--- src/rtl/nvdla_cmac_reg_master_if.sv ---
// nvdla_cmac_reg_master_if: CSB request, flat register and response signals; master = initiator side, slave = fabric/responder side
interface nvdla_cmac_reg_master_if;
  logic        req_pvld;
  logic        req_prdy;
  logic [21:0] req_addr;
  logic [31:0] req_wdat;
  logic        req_write;
  logic        req_nposted;
  logic [11:0] reg_offset;
  logic        reg_wr_en;
  logic [31:0] reg_wr_data;
  logic [31:0] reg_rd_data;
  logic        rsp_valid;
  logic        rsp_is_write;
  logic [31:0] rsp_rdat;
  logic        rsp_error;
  modport master (
    input  req_pvld, req_addr, req_wdat, req_write, req_nposted, reg_rd_data,
    output req_prdy, reg_offset, reg_wr_en, reg_wr_data, rsp_valid, rsp_is_write, rsp_rdat, rsp_error
  );
  modport slave (
    output req_pvld, req_addr, req_wdat, req_write, req_nposted, reg_rd_data,
    input  req_prdy, reg_offset, reg_wr_en, reg_wr_data, rsp_valid, rsp_is_write, rsp_rdat, rsp_error
  );
endinterface

--- src/rtl/nvdla_cmac_reg_master.sv ---
// nvdla_cmac_reg_master: CSB request -> CMAC flat register bus initiator (clk/rst, bus.master request/register/response, err_cnt miss counter)
module nvdla_cmac_reg_master #(
  parameter logic [21:0] BLK_BASE = 22'h1c00
) (
  input  logic                            nvdla_core_clk,
  input  logic                            nvdla_core_rst,
  nvdla_cmac_reg_master_if.master         bus,
  output logic [7:0]                      err_cnt
);
  typedef enum logic [1:0] {IDLE, ACCESS, RESP} state_t;
  state_t      state_q, state_d;
  logic        hit_q, hit_d;
  logic        write_q, write_d;
  logic        nposted_q, nposted_d;
  logic [11:0] reg_offset_q, reg_offset_d;
  logic        reg_wr_en_q, reg_wr_en_d;
  logic [31:0] reg_wr_data_q, reg_wr_data_d;
  logic        rsp_valid_q, rsp_valid_d;
  logic        rsp_is_write_q, rsp_is_write_d;
  logic        rsp_error_q, rsp_error_d;
  logic [31:0] rsp_rdat_q, rsp_rdat_d;
  logic [7:0]  err_cnt_q, err_cnt_d;
  logic        accept, req_hit, rsp_live;
  assign bus.req_prdy = (state_q == IDLE || state_q == RESP) && !nvdla_core_rst;
  assign accept       = bus.req_pvld && bus.req_prdy;
  assign req_hit      = bus.req_addr[21:10] == BLK_BASE[21:10];
  assign rsp_live     = rsp_valid_q && !nvdla_core_rst;
  assign bus.reg_offset   = reg_offset_q;
  assign bus.reg_wr_data  = reg_wr_data_q;
  assign bus.reg_wr_en    = reg_wr_en_q && !nvdla_core_rst;
  assign bus.rsp_valid    = rsp_live;
  assign bus.rsp_is_write = rsp_live && rsp_is_write_q;
  assign bus.rsp_error    = rsp_live && rsp_error_q;
  assign bus.rsp_rdat     = rsp_live ? rsp_rdat_q : '0;
  assign err_cnt          = err_cnt_q;
  always_comb begin
    state_d        = accept ? ACCESS : (state_q == ACCESS) ? RESP : IDLE;
    hit_d          = accept ? req_hit : hit_q;
    write_d        = accept ? bus.req_write : write_q;
    nposted_d      = accept ? bus.req_nposted : nposted_q;
    reg_offset_d   = (accept && req_hit) ? {bus.req_addr[9:0], 2'b00} : reg_offset_q;
    reg_wr_data_d  = accept ? bus.req_wdat : reg_wr_data_q;
    reg_wr_en_d    = accept && bus.req_write && req_hit;
    rsp_valid_d    = (state_q == ACCESS) && (!write_q || nposted_q);
    rsp_is_write_d = rsp_valid_d && write_q;
    rsp_error_d    = rsp_valid_d && !hit_q;
    rsp_rdat_d     = (rsp_valid_d && hit_q && !write_q) ? bus.reg_rd_data : '0;
    err_cnt_d      = (state_q == ACCESS && !hit_q && err_cnt_q != 8'hff) ? err_cnt_q + 8'd1 : err_cnt_q;
  end
  always_ff @(posedge nvdla_core_clk) begin
    if (nvdla_core_rst) begin
      state_q        <= IDLE;
      hit_q          <= 1'b0;
      write_q        <= 1'b0;
      nposted_q      <= 1'b0;
      reg_offset_q   <= '0;
      reg_wr_en_q    <= 1'b0;
      reg_wr_data_q  <= '0;
      rsp_valid_q    <= 1'b0;
      rsp_is_write_q <= 1'b0;
      rsp_error_q    <= 1'b0;
      rsp_rdat_q     <= '0;
      err_cnt_q      <= '0;
    end else begin
      state_q        <= state_d;
      hit_q          <= hit_d;
      write_q        <= write_d;
      nposted_q      <= nposted_d;
      reg_offset_q   <= reg_offset_d;
      reg_wr_en_q    <= reg_wr_en_d;
      reg_wr_data_q  <= reg_wr_data_d;
      rsp_valid_q    <= rsp_valid_d;
      rsp_is_write_q <= rsp_is_write_d;
      rsp_error_q    <= rsp_error_d;
      rsp_rdat_q     <= rsp_rdat_d;
      err_cnt_q      <= err_cnt_d;
    end
  end
endmodule

--- src/flat_wrapper.sv ---
// flat-port wrapper written by rule: the top's interface ports become plain ports
module nvdla_cmac_reg_master_flat 
#(
  parameter logic [21:0] BLK_BASE = 22'h1c00
)
  (nvdla_core_clk, nvdla_core_rst, err_cnt, bus_req_pvld, bus_req_addr, bus_req_wdat, bus_req_write, bus_req_nposted, bus_reg_rd_data, bus_req_prdy, bus_reg_offset, bus_reg_wr_en, bus_reg_wr_data, bus_rsp_valid, bus_rsp_is_write, bus_rsp_rdat, bus_rsp_error);
  nvdla_cmac_reg_master_if bus_i ();
  input  logic nvdla_core_clk;
  input  logic nvdla_core_rst;
  output logic [7:0] err_cnt;
  input wire logic [$bits(bus_i.req_pvld)-1:0] bus_req_pvld;
  input wire logic [$bits(bus_i.req_addr)-1:0] bus_req_addr;
  input wire logic [$bits(bus_i.req_wdat)-1:0] bus_req_wdat;
  input wire logic [$bits(bus_i.req_write)-1:0] bus_req_write;
  input wire logic [$bits(bus_i.req_nposted)-1:0] bus_req_nposted;
  input wire logic [$bits(bus_i.reg_rd_data)-1:0] bus_reg_rd_data;
  output wire logic [$bits(bus_i.req_prdy)-1:0] bus_req_prdy;
  output wire logic [$bits(bus_i.reg_offset)-1:0] bus_reg_offset;
  output wire logic [$bits(bus_i.reg_wr_en)-1:0] bus_reg_wr_en;
  output wire logic [$bits(bus_i.reg_wr_data)-1:0] bus_reg_wr_data;
  output wire logic [$bits(bus_i.rsp_valid)-1:0] bus_rsp_valid;
  output wire logic [$bits(bus_i.rsp_is_write)-1:0] bus_rsp_is_write;
  output wire logic [$bits(bus_i.rsp_rdat)-1:0] bus_rsp_rdat;
  output wire logic [$bits(bus_i.rsp_error)-1:0] bus_rsp_error;
  assign bus_i.req_pvld = bus_req_pvld;
  assign bus_i.req_addr = bus_req_addr;
  assign bus_i.req_wdat = bus_req_wdat;
  assign bus_i.req_write = bus_req_write;
  assign bus_i.req_nposted = bus_req_nposted;
  assign bus_i.reg_rd_data = bus_reg_rd_data;
  assign bus_req_prdy = bus_i.req_prdy;
  assign bus_reg_offset = bus_i.reg_offset;
  assign bus_reg_wr_en = bus_i.reg_wr_en;
  assign bus_reg_wr_data = bus_i.reg_wr_data;
  assign bus_rsp_valid = bus_i.rsp_valid;
  assign bus_rsp_is_write = bus_i.rsp_is_write;
  assign bus_rsp_rdat = bus_i.rsp_rdat;
  assign bus_rsp_error = bus_i.rsp_error;
  nvdla_cmac_reg_master #(.BLK_BASE(BLK_BASE)) u_core (.nvdla_core_clk(nvdla_core_clk), .nvdla_core_rst(nvdla_core_rst), .bus(bus_i), .err_cnt(err_cnt));
endmodule
--- config.mk ---
export PLATFORM = sky130hd
export DESIGN_NAME = nvdla_cmac_reg_master_flat
export DESIGN_NICKNAME = d
export VERILOG_FILES = /design/src/rtl/nvdla_cmac_reg_master_if.sv /design/src/rtl/nvdla_cmac_reg_master.sv /design/src/flat_wrapper.sv
export SDC_FILE = /design/constraint.sdc
export NUM_CORES = 1
export LEC_CHECK = 0
export CAP_MARGIN = 20
export CORE_AREA = 2 2 92 94
export DETAILED_ROUTE_END_ITERATION = 12
export DIE_AREA = 0 0 94 96
export GPL_ROUTABILITY_DRIVEN = 1
export PLACE_DENSITY = 0.85
export SYNTH_ARGS = -nofsm -noshare
export SYNTH_HDL_FRONTEND = slang
export SYNTH_SLANG_ARGS = --single-unit
--- constraint.sdc ---
create_clock -name nvdla_core_clk -period 2.88 [get_ports nvdla_core_clk]
set_input_delay 0.432 -clock nvdla_core_clk [delete_from_list [all_inputs] [get_ports nvdla_core_clk]]
set_output_delay 0.432 -clock nvdla_core_clk [all_outputs]
set_load 0.01 [all_outputs]
# == Yosys cells after proc, flatten, opt, wreduce, memory -nomap -nowiden ==
# Cells that the tools add are included.
# word_totals
regBits,91
out_inout_bits,89
word_cells,46
# classes
add_sub_neg,1
n_eq_ne,4
mux,3
n_bitwise,1
reduce_logical,24
# ops
cell,count
32-bit 2-to-1 mux,1
1-bit logical AND,16
12-bit by 3-bit equality test with 1-bit output (second input constant),1
8-bit by 1-bit adder with 8-bit output (second input constant),1
8-bit inequality test (second input constant),1
2-bit OR reduction,2
1-bit logical NOT,3
2-bit by 1-bit equality test with 1-bit output (second input constant),1
2-bit equality test (second input constant),1
2-bit logical NOT,1
1-bit logical OR,2
2-bit 2-to-1 mux,1
1-bit 2-to-1 mux,1
1-bit inverter,1

# == Depth between registers and ports, before layout ==
# logic_depth
ltp_word,7
ltp_mapped,5

# == Worst setup path before layout ==
# No wires, ideal clock.
# synth_timing
kind,input port to output port
startpoint,in nvdla_core_rst
endpoint,out bus_rsp_rdat[22]
arrival_ns,1.344
required_time_ns,2.448
slack_ns,1.104
cell_stages,4
path_cell_list,buf_2 > nor2b_1 > clkbuf_1 > and2_1
# synth_via
elab_chain_cells,3
# synth_rtl
item,line_no,rtl
"start, declared",flat_wrapper.sv:9,input logic nvdla_core_rst;
1-bit logical NOT,nvdla_cmac_reg_master.sv:27,assign rsp_live = rsp_valid_q && !nvdla_core_rst;
1-bit logical AND,nvdla_cmac_reg_master.sv:27,
named net bus_rsp_valid,flat_wrapper.sv:21,output wire logic [$bits(bus_i.rsp_valid)-1:0] bus_rsp_valid;
32-bit 2-to-1 mux,nvdla_cmac_reg_master.sv:34,assign bus.rsp_rdat = rsp_live ? rsp_rdat_q : '0;
"end, declared",flat_wrapper.sv:23,output wire logic [$bits(bus_i.rsp_rdat)-1:0] bus_rsp_rdat;
# The timed path passes the listed nets, and every way through them passes these cells.

# == Worst setup path after layout ==
# layout_timing
startpoint,in nvdla_core_rst
endpoint,out bus_rsp_rdat[15]
# layout_via
elab_chain_cells,3
# layout_rtl
item,line_no
1-bit logical NOT,nvdla_cmac_reg_master.sv:27
1-bit logical AND,nvdla_cmac_reg_master.sv:27
32-bit 2-to-1 mux,nvdla_cmac_reg_master.sv:34
# No other way between the ends.

==> reports/results.tsv <==
stage	metric	value	unit
setup_path	CP max FO	35	
global_route	largest net degree at the start of global routing	48	
setup_path	Critical Path Start	nvdla_core_rst	
clock_tree	CTS sink count	91	
logic_synthesis	synth unique cells	35	
setup_path	Crit Path Category	primary input to output pin	
layout	layout cells sized above 1	0.0634	
clock_tree	H-tree depth	3	
placed_design	RePlAce Congestion	0.765	
floorplan	io pins	180	
clock_tree	CTS tree	built	
floorplan	num rows	33	
min_path	Hold WC Path Type	register to register	
logic_synthesis	Yosys top cell area share	0.548	
sta	Final Max Slew Viols	0	
clock_tree	postcts setup bufs	0	
setup_path	Worst path max stage delay	0.55	ns
setup_path	Worst R2R Start	u_core.err_cnt[0]$_SDFFE_PP0P_	
floorplan	die area	9020	um^2
power	Switching Share	0.209	
sta	hold slack final	0.460	ns
power	clock power share	0.392	
run	max-capacitance violation count	0	
global_route	antenna violations before repair	0	
clock_tree	post_cts resized	0	
power	worst vdd ir	239	uV
logic_synthesis	Post-Syn Instances	360	
setup_path	crit path to	bus_rsp_rdat[15]	
route	post-route ant nets	0	
logic_synthesis	top cells by area, synth	dfxtp_1 (55%), and2_1 (13%), nand2_1 (8.2%)	
layout	# diodes	0	
power	P per Cell Area	488	nW/um^2
placed_design	dpl cells	625	
sta	Total Neg Setup Slack	0	ns
sta	slew margin rel.	0.564	
sta	Max Fclk	0.417	GHz
floorplan	Initial Util	0.413	
sta	Clock Skew	0.00869	ns
sta	RSZ-0062 raised after global routing	no	
route	drt pass-1 iters	4	
logic_synthesis	Avg Inst Size Synth	9.23	um^2
sta	final setup fails	0	
floorplan	die height	96	um
placed_design	IO buf count	177	
global_route	gr usage total	0.186	
setup_path	worst endpoint required time	2.45	ns
sta	Setup WS post-layout	0.482	ns
setup_path	capturing point of the worst reg2reg path	u_core.err_cnt[3]$_SDFFE_PP0P_	
sta	clock period minus worst slack	2.40	ns
floorplan	Placeable Area	8050	um^2
logic_synthesis	synthesized flop and latch total	91	
sta	Final Cycle Share	0.833	
layout	Post-Layout Cell Count	641	
power	part of the power in registers	0.498	
logic_synthesis	Yosys Warn Count	0	
clock_tree	root buffer cell	clkbuf_8	
power	Leak	2.09	nW
clock_tree	Clk Latency, worst-skew pair	0.34	ns
layout	area grow syn2layout	63.2	%
setup_path	CP max-delay cell	clkdlybuf4s50_1	
route	DR vias	2935	
sta	Worst Tran Pin Value	0.652	ns
setup_path	R2R depth	4	
floorplan	Die X	94	um
logic_synthesis	area leader, netlist	dfxtp_1	
sta	final hold vios	0	
power	Comb pwr share	0.110	
logic_synthesis	Seq/Total Area, Yosys	0.548	
route	DR WL/cell	13.0	um
setup_path	Worst setup EP type	output pin	
global_route	first-pass GRT wire length	13200	um
route	initial drt markers	68	
clock_tree	Hold-fix buffers, CTS	0	
setup_path	Top cell by count, worst path	clkdlybuf4s50_1	
placed_design	pre-CTS setup slack	0.474	ns
placed_design	DPL Wire Length	6340	um
clock_tree	Worst-path clk slew	0.09	ns
setup_path	Worst EP arrival	1.97	ns
route	routed wire length	8320	um
setup_path	Worst Setup Start Kind	primary input	
layout	nets@finish	623	
clock_tree	maximum clock path buffer count	2	
power	internal power	2.09	mW
status	status	completed	
power	P_sw	553	uW
setup_path	worst path cell trace	clkdlybuf4s50_1 > nor2b_1 > buf_4 > and2_1 > clkdlybuf4s50_1	
logic_synthesis	Post-Synthesis Cell Area	3320	um^2
clock_tree	total CTS buffers	9	
route	DRC viols	0	
global_route	GRT overflow	0	
layout	utilization after layout	0.674	
setup_path	register-to-register setup slack	1.26	ns
route	routed vias/inst	4.58	
global_route	number of global-route vias before repair	2891	
synthesized netlist by cell type, drive strengths merged:
master / number
a21oi: 2
o41ai: 1
a31oi: 3
o21ai: 34
or3b: 1
o311ai: 1
a311oi: 3
dfxtp: 91
a41oi: 1
mux2: 10
nor3b: 3
and2: 68
a211oi: 2
mux2i: 3
nand4: 1
nor4b: 1
nand3: 2
nor2: 5
and3: 4
ha: 1
inv: 7
clkbuf: 19
and4: 3
nor2b: 12
conb: 1
nand2: 73
nor4: 1
o31ai: 2
buf: 4
nor4bb: 1
per-layer routing:
metal  vias to the layer above  share of wire  global-route usage
li1                       1506              -                   -
met1                      1285           0.40               0.210
met2                       134           0.48               0.324
met3                        10           0.10              0.0650
met4                         0          0.015              0.0700
met5                         -              0                   0
kinds of logic (layout without fill, tap and decap cells):
kind of cell,after synthesis,after routing,synth area share
adders and majority gates,1,1,0.00376
buffers and inverters,30,205,0.0365
muxes,13,13,0.0429
and+or+nand+nor,175,175,0.282
other,1,2,0.00113
DFF,91,91,0.548
AOI/OAI and AO/OA,49,49,0.0858
through the flow:
step,cell area (um^2),total power [mW]
after floorplan,3330,1.43
after global placement,5170,1.63
after detailed placement,5170,1.64
after CTS,5420,2.67
after global routing,5420,2.75
final,5420,2.64
sequential cells by signal (all words and copies together), names as in the netlist, 2 cells and up:
name,cells
u_core.bus.reg_offset,10
u_core.rsp_rdat_q,32
u_core.state_q,2
u_core.bus.reg_wr_data,32
u_core.err_cnt,8
cell type report:
cell class | count | area [um^2]
sequential | 91 | 1820
fill | 657 | 2630
timing repair buffer | 182 | 1810
tap | 105 | 131
multi-input combinational | 240 | 1380
clock inverter | 5 | 109
inverter | 7 | 26.3
clock buffer | 11 | 141
placed cells by master (no fill, tap or decap), drive strengths merged, types with 2 or more instances in the layout:
cell	netlist	layout
dfxtp	91	91
and2	68	68
a311oi	3	3
clkbuf	19	11
clkdlybuf4s50	0	177
inv	7	8
a211oi	2	2
nand2	73	73
a21oi	2	2
conb	1	2
a31oi	3	3
o21ai	34	34
nor3b	3	3
and4	3	3
mux2	10	10
nor2b	12	12
nor2	5	5
buf	4	5
nand3	2	2
o31ai	2	2
bufinv	0	3
mux2i	3	3
and3	4	4
power by group through the flow:
stage / Clock (mW) / Sequential [mW] / Combinational [mW]
6_report: 1.04 / 1.32 / 0.291
5_1_grt: 1.12 / 1.32 / 0.316
3_3_place_gp: 0 / 1.34 / 0.287
2_1_floorplan: 0 / 1.36 / 0.0688
4_1_cts: 1.06 / 1.32 / 0.294
3_5_place_dp: 0 / 1.35 / 0.292
critical path: cells and delay by family:
family	cells	cell delay, ns
buf+inv	3	1.23
simple gates	2	0.28
worst min path at each step:
stage                                                        from                                      end  slack, ns  depth (start not counted)
after floorplan                         u_core.hit_q$_SDFFE_PP0P_            u_core.rsp_error_q$_SDFF_PP0_       0.43                          1
after global placement    u_core.bus.reg_wr_data[26]$_SDFFE_PP0P_  u_core.bus.reg_wr_data[26]$_SDFFE_PP0P_       0.44                          2
after detailed placement   u_core.bus.reg_wr_data[5]$_SDFFE_PP0P_   u_core.bus.reg_wr_data[5]$_SDFFE_PP0P_       0.45                          2
after CTS                 u_core.bus.reg_wr_data[13]$_SDFFE_PP0P_  u_core.bus.reg_wr_data[13]$_SDFFE_PP0P_       0.47                          2
after global routing       u_core.bus.reg_wr_data[8]$_SDFFE_PP0P_   u_core.bus.reg_wr_data[8]$_SDFFE_PP0P_       0.48                          2
final                      u_core.bus.reg_offset[10]$_SDFFE_PP0P_   u_core.bus.reg_offset[10]$_SDFFE_PP0P_       0.46                          2
No activity file was read; power rests on OpenSTA's default activity.
